[src/rtl/vga_timing_pkg.sv]
// Shared VGA timing defaults and decoder lock-state encoding.
// Also used by the sync generator, so defaults describe standard 640x480@60.
package vga_timing_pkg;

  localparam int H_SYNC_DEF   = 96;
  localparam int H_BP_DEF     = 48;
  localparam int H_ACTIVE_DEF = 640;
  localparam int H_TOTAL_DEF  = 800;
  localparam int V_SYNC_DEF   = 2;
  localparam int V_BP_DEF     = 33;
  localparam int V_ACTIVE_DEF = 480;
  localparam int V_TOTAL_DEF  = 525;

  typedef logic [1:0] sync_state_t;

  localparam logic [1:0] ST_SEARCH  = 2'd0;
  localparam logic [1:0] ST_MEASURE = 2'd1;
  localparam logic [1:0] ST_LOCKED  = 2'd2;

  function automatic logic [10:0] inc_sat_h(input logic [10:0] v);
    return (v == 11'h7FF) ? v : v + 11'd1;
  endfunction

  function automatic logic [9:0] inc_sat_v(input logic [9:0] v);
    return (v == 10'h3FF) ? v : v + 10'd1;
  endfunction

endpackage

[src/rtl/vga_edge_detect.sv]
// Registers an active-low sync input once per pixel tick and flags its falling edge.
// The fall flag describes the sample currently held in the register.
module vga_edge_detect (
  input  logic clk,
  input  logic rst_n,
  input  logic pix_en,
  input  logic sync_in,
  output logic fall
);

  logic sync_q;
  logic sync_prev;

  always_ff @(posedge clk or negedge rst_n) begin
    if (!rst_n) begin
      sync_q    <= 1'b1;
      sync_prev <= 1'b1;
    end else if (pix_en) begin
      sync_q    <= sync_in;
      sync_prev <= sync_q;
    end
  end

  assign fall = sync_prev & ~sync_q;

endmodule

[src/rtl/vga_sync_decoder.sv]
// Recovers pixel coordinates from an incoming VGA stream and tracks timing lock.
// Stage 1 samples sync/colour; stage 2 commits counters, FSM and outputs one tick later.
module vga_sync_decoder
  import vga_timing_pkg::*;
#(
  parameter int H_SYNC   = H_SYNC_DEF,
  parameter int H_BP     = H_BP_DEF,
  parameter int H_ACTIVE = H_ACTIVE_DEF,
  parameter int H_TOTAL  = H_TOTAL_DEF,
  parameter int V_SYNC   = V_SYNC_DEF,
  parameter int V_BP     = V_BP_DEF,
  parameter int V_ACTIVE = V_ACTIVE_DEF,
  parameter int V_TOTAL  = V_TOTAL_DEF
) (
  input  logic       clk,
  input  logic       rst_n,
  input  logic       pix_en,
  input  logic       hsync_in,
  input  logic       vsync_in,
  input  logic [7:0] red_in,
  input  logic [7:0] green_in,
  input  logic [7:0] blue_in,
  output logic [9:0] x,
  output logic [9:0] y,
  output logic [7:0] red,
  output logic [7:0] green,
  output logic [7:0] blue,
  output logic       pix_valid,
  output logic       frame_start,
  output logic       locked,
  output logic       sync_err
);

  localparam logic [10:0] H_START = 11'(H_SYNC + H_BP);
  localparam logic [10:0] H_END   = 11'(H_SYNC + H_BP + H_ACTIVE);
  localparam logic [10:0] H_LAST  = 11'(H_TOTAL - 1);
  localparam logic [10:0] H_LIMIT = 11'(2 * H_TOTAL);
  localparam logic [9:0]  V_START = 10'(V_SYNC + V_BP);
  localparam logic [9:0]  V_END   = 10'(V_SYNC + V_BP + V_ACTIVE);
  localparam logic [9:0]  V_LAST  = 10'(V_TOTAL - 1);

  logic        hs_fall, vs_fall;
  logic [7:0]  red_q, green_q, blue_q;
  logic [10:0] h_cnt, h_cur;
  logic [9:0]  v_cnt, v_cur;
  logic        v_armed, arm_now;
  logic        bad, bad_nxt, err_nxt;
  logic        line_bad, frame_bad, active;
  sync_state_t state, state_nxt;

  vga_edge_detect u_hs_edge (
    .clk    (clk),
    .rst_n  (rst_n),
    .pix_en (pix_en),
    .sync_in(hsync_in),
    .fall   (hs_fall)
  );

  vga_edge_detect u_vs_edge (
    .clk    (clk),
    .rst_n  (rst_n),
    .pix_en (pix_en),
    .sync_in(vsync_in),
    .fall   (vs_fall)
  );

  always_ff @(posedge clk or negedge rst_n) begin
    if (!rst_n) begin
      red_q   <= '0;
      green_q <= '0;
      blue_q  <= '0;
    end else if (pix_en) begin
      red_q   <= red_in;
      green_q <= green_in;
      blue_q  <= blue_in;
    end
  end

  // h_cur/v_cur are the coordinates of the sample currently held in stage 1.
  // A vsync edge arms before the hsync edge of the same sample is processed.
  always_comb begin
    arm_now   = v_armed | vs_fall;
    h_cur     = hs_fall ? 11'd0 : inc_sat_h(h_cnt);
    v_cur     = v_cnt;
    if (hs_fall) v_cur = arm_now ? 10'd0 : inc_sat_v(v_cnt);
    line_bad  = hs_fall && (h_cnt != H_LAST);
    frame_bad = vs_fall && (v_cnt != V_LAST);
    active    = (h_cur >= H_START) && (h_cur < H_END) &&
                (v_cur >= V_START) && (v_cur < V_END);
  end

  always_comb begin
    state_nxt = state;
    bad_nxt   = bad;
    err_nxt   = 1'b0;
    if (h_cur >= H_LIMIT) begin
      state_nxt = ST_SEARCH;
      bad_nxt   = 1'b0;
    end else begin
      case (state)
        ST_SEARCH: begin
          if (vs_fall) begin
            state_nxt = ST_MEASURE;
            bad_nxt   = 1'b0;
          end
        end
        ST_MEASURE: begin
          // A line ending on the vsync edge still belongs to the frame being judged.
          if (vs_fall) begin
            if (!bad && !line_bad && (v_cnt == V_LAST)) state_nxt = ST_LOCKED;
            bad_nxt = 1'b0;
          end else if (line_bad) begin
            bad_nxt = 1'b1;
          end
        end
        ST_LOCKED: begin
          if (line_bad || frame_bad) begin
            err_nxt   = 1'b1;
            state_nxt = ST_MEASURE;
            bad_nxt   = line_bad && !vs_fall;
          end
        end
        default: state_nxt = ST_SEARCH;
      endcase
    end
  end

  always_ff @(posedge clk or negedge rst_n) begin
    if (!rst_n) begin
      h_cnt    <= '0;
      v_cnt    <= '0;
      v_armed  <= 1'b0;
      bad      <= 1'b0;
      state    <= ST_SEARCH;
      locked   <= 1'b0;
      sync_err <= 1'b0;
    end else if (pix_en) begin
      h_cnt    <= h_cur;
      v_cnt    <= v_cur;
      v_armed  <= hs_fall ? 1'b0 : arm_now;
      bad      <= bad_nxt;
      state    <= state_nxt;
      locked   <= (state == ST_LOCKED);
      sync_err <= err_nxt;
    end
  end

  // x/y deliberately keep their last active values through blanking.
  always_ff @(posedge clk or negedge rst_n) begin
    if (!rst_n) begin
      x           <= '0;
      y           <= '0;
      red         <= '0;
      green       <= '0;
      blue        <= '0;
      pix_valid   <= 1'b0;
      frame_start <= 1'b0;
    end else if (pix_en) begin
      if (active && (state == ST_LOCKED)) begin
        x           <= 10'(h_cur - H_START);
        y           <= v_cur - V_START;
        red         <= red_q;
        green       <= green_q;
        blue        <= blue_q;
        pix_valid   <= 1'b1;
        frame_start <= (h_cur == H_START) && (v_cur == V_START);
      end else begin
        red         <= '0;
        green       <= '0;
        blue        <= '0;
        pix_valid   <= 1'b0;
        frame_start <= 1'b0;
      end
    end
  end

endmodule

[config.mk]
export PLATFORM = sky130hd
export DESIGN_NAME = vga_sync_decoder
export DESIGN_NICKNAME = d
export VERILOG_FILES = /design/src/rtl/vga_timing_pkg.sv /design/src/rtl/vga_edge_detect.sv /design/src/rtl/vga_sync_decoder.sv
export SDC_FILE = /design/constraint.sdc
export NUM_CORES = 1
export LEC_CHECK = 0
export CORE_MARGIN = 1.5
export CORE_UTILIZATION = 59
export DETAILED_ROUTE_END_ITERATION = 10
export PLACE_DENSITY = 0.86
export SLEW_MARGIN = 20
export SYNTH_ARGS = -nofsm -noshare
export SYNTH_HDL_FRONTEND = slang
export SYNTH_SLANG_ARGS = --single-unit
[constraint.sdc]
create_clock -name clk -period 8.6 [get_ports clk]
set_input_delay 1.72 -clock clk [delete_from_list [all_inputs] [get_ports clk]]
set_output_delay 1.72 -clock clk [all_outputs]
set_load 0.005 [all_outputs]
==> impl_results.md, run 1 <==
- Outcome: complete, no violations
- Final TNS setup: 0 ns
- Mapped Area: 5110 um2
- First-pass GRT wire length: 17600 um
- Die width: 96.1 um
- Top delay family on crit path: simple AND/OR/NAND/NOR gates
- CP most frequent cell: ha_1
- Cell taking the most area after synthesis: dfrtp_1
- CTS tree: built
- Die footprint: 9230 um2
- Slowest cell on crit path: o311a_1
- Register Area: 2530 um2
- Top cells by count, synth: dfrtp_1 (97), nand2_1 (45), mux2_2 (38)
- Area of the core: 8300 um2
- RSZ-0062 raised after global routing: false
- P per Cell Area: 183 nW/um2
- Fin. Hold Viols: 0
- Leak Pwr: 2.67 nW
- GR Overflow Total: 0
- Worst Setup Path Type: reg -> reg
- Min Tclk post-route: 4.64 ns
- Worst VDD drop: 108 uV
- Bufs and invs on worst path: 0
- Largest net degree at the start of global routing: 67
- Dpl hpwl: 7600 um
- IO Pins: 77
- Final #Nets: 561
- Synth area leaders: dfrtp_1 (48%), mux2_2 (8.4%), a22o_1 (4.3%)
- Chain of cells forming the critical path: ha_1 > nand4_1 > or3_1 > nand3_1 > xor2_1 > or2_2 > ha_1 > a21bo_1 > or4_4 > a311oi_4 > o311a_1 > o21ai_1 > nand2_1
- Routed wire per std cell: 16.9 um
- CP Max Fanout: 27
- CP Capture Type: flop
- Slew HR: 28.9%
- Simple-gate area share of the yosys netlist: 13.1%
- GRT Total Usage: 25.0%
- PostCTS Resize Cnt: 0
- Synth async-reset ratio: 100%
- Post-synthesis sequential area ratio: 49.6%
- DR iter-0 viols: 257
- Worst EP required: 8.90 ns
- Pins Over Slew Limit: 0
- Post-synthesis xor/xnor area fraction: 2.74%
- Syn Nets: 501
- Skew final: 0.0217 ns
- Most frequent cell after synthesis: dfrtp_1
- Cells after Synth: 462
- Placer congestion estimate: 0.893
- Finished Layout Cells: 632
- Actual slew at the worst max-slew pin: 1.07 ns
- Largest family of logic cells by synthesized area: compound AO/OA/AOI/OAI gates
- DRC: 0
- Antenna violations before repair: 0
- Placed insts: 616
- CTS Hold Bufs: 0
- Post-synth EDFFs: 0
- TritonCTS buffer count: 9
- Crit path DAT: 4.94 ns
- Vias in the first global route: 3627
- Synth Area in Compound Gates: 18.4%
- YS warnings: 0
- Initial Utilization: 61.6%
- Top cell type's share of synthesized area: 47.5%
- Die height: 96.1 um
- Clock Root Buffer: clkbuf_8
- Post-DR vias/cell: 6.06
- Yosys cell types: 73
- Area of the multi-input gates: 2360 um2
- DR pass1 iterations: 5
- Antenna Nets Post-Route: 0
- FMAX: 0.216 GHz
- Clock transition at the registers of the reported paths: 0.12 ns
- Number of clock sinks: 101
- Avg Cell Area, Syn: 11.1 um2
- Max Cap Viol: 0
- Mux cell area share after synthesis: 9.36%
- Crit share post-route: 53.9%
- Row count: 33
- H-tree levels: 3
- Antenna Cells: 0
- Total wire length: 10700 um
- Vias: 3830
- Hold Crit Class: reg -> reg
- Post-synthesis adder-cell area fraction: 2.45%
- Crit-path max cell delay: 0.94 ns
- Setup Fix Bufs, Post-CTS: 0
- Prevailing post-synth register cell: dfrtp_1
- Clock tree buffer depth: 2
- Worst-Skew Late Latency: 0.38 ns
- Yosys reg bits: 101
- Setup violators final: 0
- Port Buf Inserts: 76
- Synth-to-layout area growth: 18.5%
- Post-layout util: 73.0%
- Layout cells sized above 1: 16.1%
- Startpoint types: flop
- Fill cells: 582
## kinds of logic (layout without fill, tap and decap cells)
logic type,count (synthesis),in the layout
AO/OA/AOI/OAI,124,124
AND/OR/NAND/NOR,123,123
flip-flops,101,101
buffers and inverters,45,110
multiplexers,43,43
XOR/XNOR,16,16
adder cells (fa/ha/maj),10,10
## placed cells by master, fill, tap and decap left out, drive strengths merged, types with 6 or more instances in the layout
master         netlist  layout
dfrtp               97      97
clkdlybuf4s50        0      74
nand2               45      45
mux2                38      38
o21ai               34      34
a22o                25      25
nor2                17      17
a21oi               16      16
inv                 12      16
xor2                10      10
ha                  10      10
nand3               10      10
nand4               10      10
clkbuf               9       9
buf                 23       7
xnor2                6       6
a31oi                6       6
nand2b               6       6
a21o                 6       6
## per-stage QoR
stage                     hold slack, ns  total power [mW]  setup WS, ns  instance area, um2
final                              0.483              1.11          3.96                6050
after global routing               0.514              1.17          3.59                6050
after CTS                          0.491              1.11          4.00                6050
after detailed placement           0.469             0.820          4.03                5860
after global placement             0.459             0.809          4.21                5860
after floorplan                    0.460             0.741          5.09                5110
## path summary, 6_finish.rpt
path                            from  endpoint  slack [ns]  cells past startpoint
min                        blue_q[7]   blue[7]        0.48                      1
max reg2reg                 h_cnt[0]      y[3]        3.96                     13
min in group asynchronous      rst_n      y[7]        1.27                      1
max in group asynchronous      rst_n  red_q[0]        6.14                      2
min reg2reg                blue_q[7]   blue[7]        0.48                      1
max                         h_cnt[0]      y[3]        3.96                     13
## flip-flops by register name, summed over array words and instances, names as in the netlist
register             count
red                      8
v_armed                  1
x                       10
locked                   1
blue                     8
frame_start              1
state                    2
u_vs_edge.sync_q         1
green_q                  8
green                    8
u_hs_edge.sync_prev      1
y                       10
sync_err                 1
v_cnt                   10
u_hs_edge.sync_q         1
bad                      1
h_cnt                   11
blue_q                   8
pix_valid                1
red_q                    8
u_vs_edge.sync_prev      1
## layer usage
metal / global-route usage, % / wire length (um) / up-vias
li1: - / - / 1812
met1: 35.4 / 5000 / 1832
met2: 38.3 / 4820 / 164
met3: 5.45 / 691 / 22
met4: 7.84 / 195 / 0
met5: 0 / 0 / -
## where the power goes
group | leakage, nW | total [mW] | switching (mW) | internal, mW
clock network | 0.0993 | 0.294 | 0.181 | 0.113
registers | 1.33 | 0.564 | 0.0466 | 0.518
logic | 1.24 | 0.250 | 0.138 | 0.112
total | 2.67 | 1.11 | 0.366 | 0.743
## layout make-up
type	instances	share of cell area, %
sequential	101	41.8
tap	105	2.17
timing repair buffer	81	13.1
multi-input combinational	316	39.0
clock buffer	9	2.05
inverter	13	0.806
clock inverter	7	1.12
No activity file was read; power rests on OpenSTA's default activity.
==> inputs of run 2 (changes only) <==
- CORE_UTILIZATION: 59 -> 54
- PLACE_DENSITY: 0.86 -> 0.8
- clock period: 8.6 -> 4.3 ns (I/O delays scaled with it)
==> run 2 against run 1 <==
Sequential share of layout area fell by 0.39 points. Cell count rose by 1.6%. Non-clock buffer count rose by 4. Flip-flop and latch count did not move. Combinational power rose by 99%. Setup slack got worse by 3.7 ns. Design area rose by 0.93%. Sequential power rose by 100%. Register-to-register slack got worse by 3.7 ns. Global-route usage fell by 2.8 points. Clock-buffer cell count rose by 1. Die area rose by 9.0%. Critical path type unchanged. Largest power group unchanged. Highest routed layer unchanged.
==> impl_results.md, run 2 (synthesized netlist as in run 1, its figures left out) <==
- Outcome: complete, no violations
- Area of the core: 9200 um2
- Setup violators final: 0
- Placer congestion estimate: 0.903
- Routed wire length on met3: 668 um
- Clk pwr share: 27.1%
- Largest net degree at the start of global routing: 40
- Slew HR: 41.4%
- Reg power frac: 50.5%
- Worst-Skew Late Latency: 0.37 ns
- IO Pins: 77
- Max FFs per register: 11
- DR iter-0 viols: 159
- FMAX: 0.250 GHz
- Chain of cells forming the critical path: ha_1 > nand4_1 > or3_1 > nand3_1 > xor2_1 > or2_2 > ha_1 > a21bo_1 > or4_4 > a311oi_4 > o311ai_4 > buf_8 > a211oi_2 > a21o_1
- Final non-filler cell area: 6110 um2
- Worst Setup SP: h_cnt[0]
- Final TNS setup: 0 ns
- Vias: 3759
- WL met1: 4940 um
- Actual slew at the worst max-slew pin: 0.874 ns
- Worst setup slack after layout: 0.294 ns
- Slowest cell on crit path: dfrtp_1
- Leak Pwr: 2.69 nW
- Placed insts: 626
- Psw: 718 uW
- Top layer in use: met4
- Clock transition at the registers of the reported paths: 0.11 ns
- Overall Power: 2.23 mW
- CP Capture Type: flop
- Min Hold Slack: 0.417 ns
- Finished Layout Cells: 642
- H-tree levels: 3
- Bufs and invs on worst path: 1
- Most frequent cells in the layout: dfrtp_1 (97), clkdlybuf4s50_1 (74), nand2_1 (45)
- Top delay family on crit path: simple AND/OR/NAND/NOR gates
- Post-layout util: 66.4%
- Setup Fix Bufs, Post-CTS: 0
- Antenna Cells: 0
- Crit path DAT: 4.32 ns
- Worst VDD drop: 200 uV
- Hold Crit Class: in -> async
- Final #Nets: 565
- Comb power frac: 22.4%
- Commonest non-fill, non-tap cell in the layout: dfrtp_1
- Post-DR vias/cell: 5.86
- Placement Cell Area: 5910 um2
- First-pass GRT wire length: 17700 um
- Met2 WL: 4670 um
- PostCTS Resize Cnt: 0
- Port Buf Inserts: 76
- Synth-to-layout area growth: 19.6%
- Dpl hpwl: 7390 um
- Layout cells sized above 1: 16.8%
- CTS tree: built
- Crit share post-route: 93.2%
- Max Cap Viol: 0
- Min Tclk post-route: 4.01 ns
- Reg with most FFs: h_cnt
- Number of clock sinks: 101
- P per Cell Area: 364 nW/um2
- Row count: 35
- Worst EP required: 4.61 ns
- Die footprint: 10100 um2
- CTS Hold Bufs: 0
- Clock tree buffer depth: 2
- Sw Ratio: 32.2%
- Die width: 100 um
- Worst Setup Path Type: reg -> reg
- CP most frequent cell: ha_1
- Routed wire per std cell: 16.2 um
- R2R Path Start: h_cnt[0]
- Crit-path max cell delay: 0.52 ns
- CP Max Fanout: 20
- DRC: 0
- Fin. Hold Viols: 0
- Worst Setup Slack post-DPL: 0.356 ns
- Pins Over Slew Limit: 0
- Clock Root Buffer: clkbuf_8
- Initial Utilization: 55.6%
- Internal: 1.51 mW
- Die height: 100 um
- Startpoint types: flop
- TritonCTS buffer count: 9
- Antenna violations before repair: 0
- RSZ-0062 raised after global routing: false
- Antenna Nets Post-Route: 0
- DR pass1 iterations: 4
- Total wire length: 10400 um
- GRT Total Usage: 22.2%
- GR Overflow Total: 0
- Vias in the first global route: 3607
- Skew final: 0.0113 ns
==> run 2: cell count changes in the layout (fill, tap and decap cells not counted), sizes merged <==
| cell | delta |
|---|---|
| clkbuf | +1 |
| buf | +4 |
| inv | -1 |
==> run 2: path summary, 6_finish.rpt <==
kind,end,slack (ns),cells after the start
max,x[3],0.29,14
min,v_cnt[4],0.42,1
max reg2reg,x[3],0.29,14
min reg2reg,y[6],0.49,2
max in group asynchronous,u_vs_edge.sync_prev,3.01,2
min in group clk,y[6],0.49,2
==> run 2: worst register-to-register path, delay by kind of cell (launching register included) <==
kind | cells | cell delay [ns]
and+or+nand+nor | 5 | 1.49
xor gates and xnor gates | 1 | 0.13
adders and majority gates | 2 | 0.52
DFF | 1 | 0.52
AOI/OAI and AO/OA | 5 | 1.05
buffers and inverters | 1 | 0.24
==> run 2: power groups by stage <==
stage | combinational [mW] | sequential [mW] | clock (mW)
after global placement | 0.479 | 1.14 | 0
after CTS | 0.500 | 1.12 | 0.618
after global routing | 0.566 | 1.14 | 0.660
final | 0.498 | 1.13 | 0.603
after floorplan | 0.381 | 1.10 | 0
after detailed placement | 0.495 | 1.14 | 0
==> run 2: cell type report <==
type	instances	area, um2
Sequential cell	101	2530
Fill cell	713	3090
Clock inverter	6	65.1
Tap cell	111	139
Multi-Input combinational cell	316	2360
Inverter	13	48.8
Clock buffer	10	138
Timing Repair Buffer	85	828
==> run 2: metal layers <==
| layer | GRT usage, % | vias to the layer above |
|---|---|---|
| met1 | 31.7 | 1811 |
| met5 | 0 | - |
| met2 | 33.4 | 122 |
| met4 | 7.37 | 0 |
| li1 | - | 1814 |
| met3 | 5.43 | 12 |
==> inputs of run 3 (changes only) <==
- CORE_UTILIZATION: 54 -> 49
- PLACE_DENSITY: 0.8 -> 0.76
- clock period: 4.3 -> 3.4 ns (I/O delays scaled with it)
==> run 3 against run 2 <==
Die area grew 9.9%. Global-route usage shrank 0.75 points. Setup slack lost 0.11 ns. Clock-buffer cell count shrank 1. First-iteration DRC count grew 33%. Utilization shrank 4.4 points. Via count grew 4.2%. Clock power grew 17%. Flip-flop and latch count is the same. Combinational power grew 47%. Clock skew shrank 0.0021 ns. Wire length grew 7.4%.
==> impl_results.md, run 3 (synthesized netlist as in run 1, its figures left out) <==
- Worst Setup Slack post-DPL: 0.0650 ns
- Most frequent cells in the layout: dfrtp_1 (93), clkdlybuf4s50_1 (74), nand2_1 (45)
- Overall Power: 2.82 mW
- Clock Root Buffer: clkbuf_8
- Worst setup slack after layout: 0.183 ns
- Pins Over Slew Limit: 0
- Finished Layout Cells: 688
- Top layer in use: met4
- Worst EP required: 3.65 ns
- Placer congestion estimate: 0.930
- Actual slew at the worst max-slew pin: 0.789 ns
- Leak Pwr: 2.80 nW
- Antenna Nets Post-Route: 0
- Cells on worst reg2reg path: 14
- Chain of cells forming the critical path: ha_2 > nand4_1 > buf_4 > nor2_1 > or3_1 > inv_2 > ha_4 > a21bo_1 > or4_4 > a311oi_4 > o311ai_4 > buf_12 > nand2_1 > o21ai_0
- Die width: 105 um
- Startpoint types: flop
- GRT Total Usage: 21.4%
- Number of clock sinks: 101
- DR pass1 iterations: 5
- DRC: 0
- IO Pins: 77
- Die footprint: 11000 um2
- Worst VDD drop: 205 uV
- Row count: 37
- Vias in the first global route: 3789
- Min Tclk post-route: 3.22 ns
- CTS Hold Bufs: 0
- Total wire length: 11200 um
- FMAX: 0.311 GHz
- Routed wire per std cell: 16.2 um
- Post-DR vias/cell: 5.69
- Clock tree buffer depth: 2
- Initial Utilization: 49.9%
- Die height: 105 um
- Antenna violations before repair: 0
- Max FFs per register: 11
- Worst-Skew Late Latency: 0.37 ns
- Slowest cell on crit path: or4_4
- Skew final: 0.00923 ns
- P per Cell Area: 445 nW/um2
- CP Max Fanout: 31
- Final #Nets: 586
- Outcome: complete, no violations
- Setup violators final: 0
- First-pass GRT wire length: 18900 um
- Crit path DAT: 3.47 ns
- Fin. Hold Viols: 0
- Slew HR: 47.2%
- CTS tree: built
- Post-layout util: 62.0%
- GR Overflow Total: 0
- Worst Setup Path Type: reg -> reg
- Hold Crit Class: in -> async
- Commonest non-fill, non-tap cell in the layout: dfrtp_1
- CP Capture Type: flop
- Clock transition at the registers of the reported paths: 0.10 ns
- Crit-path max cell delay: 0.50 ns
- TritonCTS buffer count: 9
- Synth-to-layout area growth: 24.2%
- Antenna Cells: 0
- WL met1: 5320 um
- Largest net degree at the start of global routing: 56
- Dpl hpwl: 8040 um
- Crit share post-route: 94.6%
- Port Buf Inserts: 76
- Placement Cell Area: 6130 um2
- Area of the core: 10200 um2
- Reg with most FFs: h_cnt
- H-tree levels: 3
- Final non-filler cell area: 6350 um2
- Max Cap Viol: 0
- Placed insts: 670
- Met2 WL: 5040 um
- Final TNS setup: 0 ns
- Vias: 3915
- Routed wire length on met3: 641 um
- Min Hold Slack: 0.300 ns
- DR iter-0 viols: 212
- Layout cells sized above 1: 21.7%
run 3: cell types whose count changed in the layout (fill, tap and decap cells not counted), sizes merged:
cell      delta
buf         +21
clkbuf       -1
clkinv       +1
clkinvlp     +1
inv          -1
run 3: worst paths after layout:
check	from	slack (ns)	end
worst min-delay path	rst_n	0.30	y[4]
worst max register to register	h_cnt[0]	0.18	y[5]
worst max-delay path	h_cnt[0]	0.18	y[5]
min in group clk	x[6]	0.49	x[6]
worst min register to register	x[6]	0.49	x[6]
max in group asynchronous	rst_n	2.31	u_vs_edge.sync_q
run 3: area by class of cell:
| class | instances | area [um2] |
|---|---|---|
| Fill cell | 848 | 3880 |
| Timing Repair Buffer | 106 | 1020 |
| Inverter | 13 | 48.8 |
| Tap cell | 136 | 170 |
| Sequential cell | 101 | 2540 |
| Clock buffer | 9 | 124 |
| Multi-Input combinational cell | 316 | 2390 |
| Clock inverter | 7 | 57.6 |
run 3: repair_timing:
item,CTS,global route
setup buffers,0,2
endpoints found under the setup margin,0,43
resized for setup,0,8
run 3: power breakdown:
group          internal [mW]  leakage (nW)  switching (mW)
clock                  0.276        0.0930           0.431
combinational          0.335          1.38           0.397
sequential              1.31          1.32          0.0751
total                   1.92          2.80           0.903
run 3: routing by layer:
layer / GRT usage [%] / vias to the layer above
li1: - / 1859
met1: 31.3 / 1902
met2: 32.4 / 134
met3: 4.05 / 20
met4: 6.85 / 0
met5: 0 / -
run 3: worst max-delay path, delay by kind of cell (launching register included):
kind / cells / cell delay (ns)
adders and majority gates: 2 / 0.32
DFF: 1 / 0.40
and+or+nand+nor: 5 / 1.12
buffers and inverters: 3 / 0.50
AOI/OAI and AO/OA: 4 / 0.75
